[src/rtl/muldiv_sequencer.sv]
// Iterative RV32M multiply/divide unit: radix-2 shift-add multiply and restoring
// divide over XLEN cycles, with magnitude conversion and sign fix-up.
module muldiv_sequencer #(
    parameter int XLEN = 32
) (
    input  logic            clk,
    input  logic            rst,
    input  logic            start,
    input  logic [2:0]      funct3,
    input  logic [XLEN-1:0] a,
    input  logic [XLEN-1:0] b,
    output logic            busy,
    output logic            done,
    output logic [XLEN-1:0] result
);
    localparam int CW = $clog2(XLEN) + 1;

    typedef enum logic [1:0] {IDLE, CALC, DONE} state_t;
    state_t state, state_nxt;

    logic [CW-1:0]     cnt;
    logic [2:0]        op;
    logic              neg_q, neg_r;
    logic [XLEN-1:0]   mag_a, mag_b;
    logic [2*XLEN-1:0] acc;
    logic [XLEN-1:0]   quo;
    logic [XLEN:0]     rem;

    // operand decode on the raw inputs, only consumed on the accepting edge
    logic            is_div, a_signed, b_signed, a_neg, b_neg;
    logic [XLEN-1:0] abs_a, abs_b, special_res;
    logic            div_zero, ovf, special, accept, last;

    always_comb begin
        is_div      = funct3[2];
        a_signed    = is_div ? ~funct3[0] : (funct3[1:0] != 2'b11);
        b_signed    = is_div ? ~funct3[0] : ~funct3[1];
        a_neg       = a_signed & a[XLEN-1];
        b_neg       = b_signed & b[XLEN-1];
        abs_a       = a_neg ? -a : a;
        abs_b       = b_neg ? -b : b;
        div_zero    = is_div && (b == '0);
        ovf         = is_div && !funct3[0] && (a == {1'b1, {(XLEN-1){1'b0}}}) && (b == '1);
        special     = div_zero | ovf;
        // on overflow the quotient equals a (the most negative value)
        if (div_zero) special_res = funct3[1] ? a : '1;
        else          special_res = funct3[1] ? '0 : a;
    end

    // one iteration of each datapath; both run every CALC cycle
    logic [XLEN:0]     mul_sum, rem_sh, diff, rem_nxt;
    logic [2*XLEN-1:0] mul_nxt, prod;
    logic [XLEN-1:0]   quo_nxt, q_fin, r_fin, res_fin;

    always_comb begin
        mul_sum = {1'b0, acc[2*XLEN-1:XLEN]} + (acc[0] ? {1'b0, mag_a} : '0);
        mul_nxt = {mul_sum, acc[XLEN-1:1]};
        rem_sh  = {rem[XLEN-1:0], quo[XLEN-1]};
        diff    = rem_sh - {1'b0, mag_b};
        rem_nxt = diff[XLEN] ? rem_sh : diff;
        quo_nxt = {quo[XLEN-2:0], ~diff[XLEN]};
        prod    = neg_q ? -mul_nxt : mul_nxt;
        q_fin   = neg_q ? -quo_nxt : quo_nxt;
        r_fin   = neg_r ? -rem_nxt[XLEN-1:0] : rem_nxt[XLEN-1:0];
        if (op[2])              res_fin = op[1] ? r_fin : q_fin;
        else if (op[1:0] == '0) res_fin = prod[XLEN-1:0];
        else                    res_fin = prod[2*XLEN-1:XLEN];
    end

    always_ff @(posedge clk or posedge rst) begin
        if (rst) state <= IDLE;
        else     state <= state_nxt;
    end

    always_comb begin
        state_nxt = state;
        accept    = 1'b0;
        last      = 1'b0;
        case (state)
            IDLE, DONE: begin
                state_nxt = IDLE;
                if (start) begin
                    accept    = 1'b1;
                    state_nxt = special ? DONE : CALC;
                end
            end
            CALC: begin
                last = (cnt == CW'(XLEN - 1));
                if (last) state_nxt = DONE;
            end
            default: state_nxt = IDLE;
        endcase
    end

    always_ff @(posedge clk or posedge rst) begin
        if (rst) begin
            cnt    <= '0;
            op     <= '0;
            neg_q  <= 1'b0;
            neg_r  <= 1'b0;
            mag_a  <= '0;
            mag_b  <= '0;
            acc    <= '0;
            quo    <= '0;
            rem    <= '0;
            result <= '0;
        end else if (accept) begin
            cnt   <= '0;
            op    <= funct3;
            neg_q <= a_neg ^ b_neg;
            neg_r <= a_neg;
            mag_a <= abs_a;
            mag_b <= abs_b;
            acc   <= {{XLEN{1'b0}}, abs_b};
            quo   <= abs_a;
            rem   <= '0;
            if (special) result <= special_res;
        end else if (state == CALC) begin
            cnt <= cnt + 1'b1;
            acc <= mul_nxt;
            quo <= quo_nxt;
            rem <= rem_nxt;
            if (last) result <= res_fin;
        end
    end

    assign busy = (state == CALC);
    assign done = (state == DONE);

endmodule

[config.mk]
export PLATFORM = sky130hd
export DESIGN_NAME = muldiv_sequencer
export DESIGN_NICKNAME = d
export VERILOG_FILES = /design/src/rtl/muldiv_sequencer.sv
export SDC_FILE = /design/constraint.sdc
export NUM_CORES = 1
export LEC_CHECK = 0
export BUFFER_PORTS_ARGS = -buffer_cell sky130_fd_sc_hd__buf_2
export CELL_PAD_IN_SITES_DETAIL_PLACEMENT = 0
export CELL_PAD_IN_SITES_GLOBAL_PLACEMENT = 1
export CORE_ASPECT_RATIO = 1.2
export CORE_MARGIN = 5
export CORE_UTILIZATION = 42
export CTS_CLUSTER_DIAMETER = 80
export DETAILED_ROUTE_END_ITERATION = 10
export PLACE_DENSITY_LB_ADDON = 0.12
export SKIP_CTS_REPAIR_TIMING = 1
export SLEW_MARGIN = 20
export SYNTH_ARGS = -nofsm -noshare
export SYNTH_HDL_FRONTEND = slang
export SYNTH_SLANG_ARGS = --single-unit
[constraint.sdc]
create_clock -name clk -period 24.4 [get_ports clk]
set_input_delay 7.32 -clock clk [delete_from_list [all_inputs] [get_ports clk]]
set_output_delay 7.32 -clock clk [all_outputs]
set_load 0.02 [all_outputs]
==> impl.org <==
** Run status
- Run status :: completed

** Worst setup path
- Grouping stages by cell kind, the critical path spends the most delay in simple AND/OR/NAND/NOR gates.
- Worst setup SP type :: primary input
- Together, buffers and inverters on the worst path number 1.
- Cell-by-cell trace of the critical path :: buf_2, or4_1, nor4_1, nand2b_1, nor3_1, nand3_1, or3_1, nand2_1, a21oi_1, nor2_1, a2111oi_0, and4_1, o21ai_1
- In this run the worst setup path begins at b[18].
- Delay of the slowest critical-path stage :: 0.68 ns
- Beginning of the worst register-to-register path :: mag_b[23]$_DFFE_PP0P_
- Arrival time reported for the critical path endpoint :: 11.00 ns
- Among all stages on the critical path, the largest delay is contributed by nand2_1.
- The setup path with the least slack is of type in -> reg.
- Required time at the endpoint of the critical path :: 24.89 ns
- Kind of end point of the critical path :: flip-flop
- Of all nets on the critical path, the largest fanout is 23.

** Detailed routing
- Detailed Routing Iterations Pass 1 :: 8
- The routed design has 79800 um of wire.
- Number of vias per cell :: 6.11
- In this run the remaining antenna-violating nets after routing total 0.
- DRC violation count after routing :: 0
- Across all layers, the routed design uses 19.3k vias.
- WL per Instance :: 25.3 um
- Violation count after the first detailed-routing iteration :: 1707

** Finish
- Multi-input logic area :: 12800 um^2
- Antenna fix cells :: 0
- At the end of the flow the core is filled with cells to 46.3%.
- After filler insertion, the fill cell instance count of the layout stands at 4768.
- Sequential standard cell area :: 5930 um^2
- The final layout contains 2660 nets.
- Relative to the synthesized area, the layout overhead comes to 8.91%.
- Fraction of final layout cells sized beyond drive strength 1 :: 8.95%

** CTS
- Clock Pin Slew Worst Setup and Hold Paths :: 0.07 ns
- Number of sinks on the clock net :: 237
- In this run, CTS created clock tree buffers numbering 27.
- Clock latency of the later-clocked register in the worst-skew pair :: 0.56 ns
- CTS tree :: done
- Largest buffer count on any clock path :: 3
- Number of H-tree branching levels :: 1
- Cell at the root of the clock tree :: clkbuf_16

** Logic synthesis
- The synthesized design contains 0 enable-type register cells.
- Of the post-synthesis cell area, the dominant cell type holds 30.3%.
- FF+latch count, synth :: 237
- The share of the Yosys chip area taken by registers is 30.3%.
- Area contributors post-synth :: dfrtp_1 30%, a21oi_1 7.2%, nand2_1 6.3%, xor2_1 4.8%, xnor2_1 4.6%
- Library cell occupying the most area in the post-synthesis netlist :: dfrtp_1
- Counting distinct cell types in the post-synthesis netlist gives 102.
- Cell count after synthesis :: 2515
- Async S/R FF share, synth :: 100%
- After synthesis the cells add up to 19600 um^2.
- Yosys warning total :: 0
- The most used flip-flop cell after synthesis is dfrtp_1.
- A synthesized cell averages 7.79 um^2.
- Post-Synthesis Net Count :: 2658

** Min path
- The startpoint identified for the worst hold timing path is acc[50]$_DFFE_PP0P_.
- The path class of the tightest hold or removal check is reg -> reg.

** Timing
- Hold slack :: 0.484 ns
- RSZ-0062 raised after global routing :: no
- Fin crit share :: 43.1%
- Number of slew-limit violations in the final report :: 0
- Worst clock skew :: 0.0118 ns
- Maximum clock rate :: 0.0951 GHz
- Slew @ Worst Pin :: 1.07 ns
- Sum of negative setup slack :: 0 ns
- Final critical-path required period :: 10.51 ns
- Worst setup margin :: 13.89 ns
- Rel. slew slack :: 29.0%
- Setup violations remaining at the end of the flow were counted as 0.
- Final hold viol count :: 0

** GRT
- First-pass GRT wire length :: 119000 um
- Pin count of the biggest net entering global routing :: 102
- Total routing resource utilization after global routing :: 30.0%
- Antenna violations before repair :: 1
- The number of global-route vias before repair came to 18.5k.
- For this run the aggregate overflow at the end of global routing stands at 0.

** Floorplan
- Initial Utilization :: 42.6%
- For this design the top-level I/O count stands at 104.
- The core region is 46100 um^2.
- Measured along the x axis, the die boundary spans 207 um.
- Placement Rows :: 86
- Die footprint :: 51100 um^2
- Die boundary height :: 247 um

** Placed design
- Prior to clock tree synthesis, the placed netlist has a worst setup slack of 13.41 ns.
- Number of buffers inserted by port buffering :: 103
- The HPWL after detailed placement is 61200 um.
- Routability-driven placement finished with a final weighted congestion of 0.949.

** Flow run
- Max-cap check violation count :: 0
-- cells in the mapped netlist, types with 6 or more instances --
| cell | count |
|---|---|
| nor2_1 | 208 |
| a22o_1 | 27 |
| mux2_2 | 6 |
| xor2_1 | 107 |
| or2_2 | 11 |
| nor2b_1 | 8 |
| inv_1 | 64 |
| o31ai_1 | 45 |
| a211oi_1 | 26 |
| a31oi_1 | 23 |
| o22ai_1 | 9 |
| nor4_1 | 17 |
| nand3_1 | 40 |
| mux2i_1 | 25 |
| a211o_1 | 12 |
| o21bai_1 | 6 |
| a22oi_1 | 6 |
| xnor2_1 | 102 |
| nand4_1 | 31 |
| nor3_1 | 53 |
| o21ai_1 | 20 |
| and3_1 | 75 |
| buf_2 | 6 |
| a21oi_1 | 281 |
| nor3b_1 | 10 |
| and2_1 | 53 |
| clkbuf_1 | 128 |
| a221oi_1 | 13 |
| o211ai_1 | 24 |
| ha_1 | 71 |
| o221ai_1 | 14 |
| o21ai_0 | 162 |
| buf_1 | 8 |
| dfrtp_1 | 237 |
| o21a_1 | 15 |
| a21o_1 | 42 |
| or4_1 | 13 |
| o41ai_1 | 15 |
| nand2_1 | 330 |
| nand2b_1 | 19 |
| or3_1 | 33 |
-- state kept, by name, indices dropped and copies added, names as in the netlist --
name and cells:
quo 32, op 3, mag_b 32, mag_a 32, neg_r 1, result 32, state 2, neg_q 1
acc 64, cnt 6, rem 32
-- per-stage QoR --
stage	instances	area (um^2)
6_report	3153	21300
5_1_grt	3153	21300
4_1_cts	3153	21300
3_5_place_dp	3104	20400
3_3_place_gp	3104	20400
2_1_floorplan	2515	19600
-- worst paths after layout --
path	to	slack, ns	cells past startpoint
max in group asynchronous	neg_q$_DFFE_PP0P_	15.89	3
hold / removal	acc[50]$_DFFE_PP0P_	0.48	2
setup / recovery	result[31]$_DFFE_PP0P_	13.89	13
hold reg to reg	acc[50]$_DFFE_PP0P_	0.48	2
setup reg to reg	result[26]$_DFFE_PP0P_	18.55	21
min in group asynchronous	acc[55]$_DFFE_PP0P_	6.89	2
-- area by class of cell --
| class | instances | share of cell area (%) |
|---|---|---|
| Multi-Input combinational cell | 2058 | 59.9 |
| Clock inverter | 17 | 0.821 |
| Inverter | 68 | 1.25 |
| Clock buffer | 32 | 3.39 |
| Timing Repair Buffer | 125 | 3.19 |
| Tap cell | 616 | 3.61 |
| Sequential cell | 237 | 27.8 |
-- worst reg2reg max path: stages, from the launching register on --
cell,delay (ns)
dfrtp_1,0.39
inv_1,0.19
ha_1,0.40
a21oi_1,0.39
o21ai_0,0.18
a211o_1,0.36
a211o_1,0.31
o211a_1,0.24
inv_2,0.13
nor2_1,0.05
a21oi_1,0.22
ha_1,0.27
nand2_1,0.07
a221oi_1,0.28
o21ai_0,0.26
nor3_1,0.34
a41oi_1,0.18
nor3b_1,0.57
nand2_1,0.17
mux2_2,0.34
o221ai_1,0.23
o211ai_1,0.13
-- cell usage in the layout (no fill, tap or decap), types with 63 or more instances in the layout --
| cell | count |
|---|---|
| nand2_1 | 330 |
| a21oi_1 | 281 |
| dfrtp_1 | 236 |
| nor2_1 | 207 |
| o21ai_0 | 162 |
| xor2_1 | 107 |
| buf_2 | 103 |
| xnor2_1 | 102 |
| and3_1 | 75 |
| ha_1 | 71 |
| inv_1 | 63 |
-- logic make-up (layout without fill, tap and decap cells) --
kind of cell               after synthesis  after routing  synth area share, %
buffers and inverters                  220            242                 4.62
muxes                                   31             31                 1.62
and+or+nand+nor                        940            940                 23.3
adders and majority gates               74             74                 4.79
DFF                                    237            237                 30.3
AOI/OAI and AO/OA                      803            803                 26.0
xor gates and xnor gates               210            210                 9.42
-- metal layers --
layer	track usage, %	wire length, um
met3	2.64	3700
met2	50.8	37900
met5	0	9
met1	37.6	32700
met4	17.4	5520
Power is left out: the tool's default activity adds up to more than one toggle a clock period on the data nets, which glitch-free logic cannot reach.
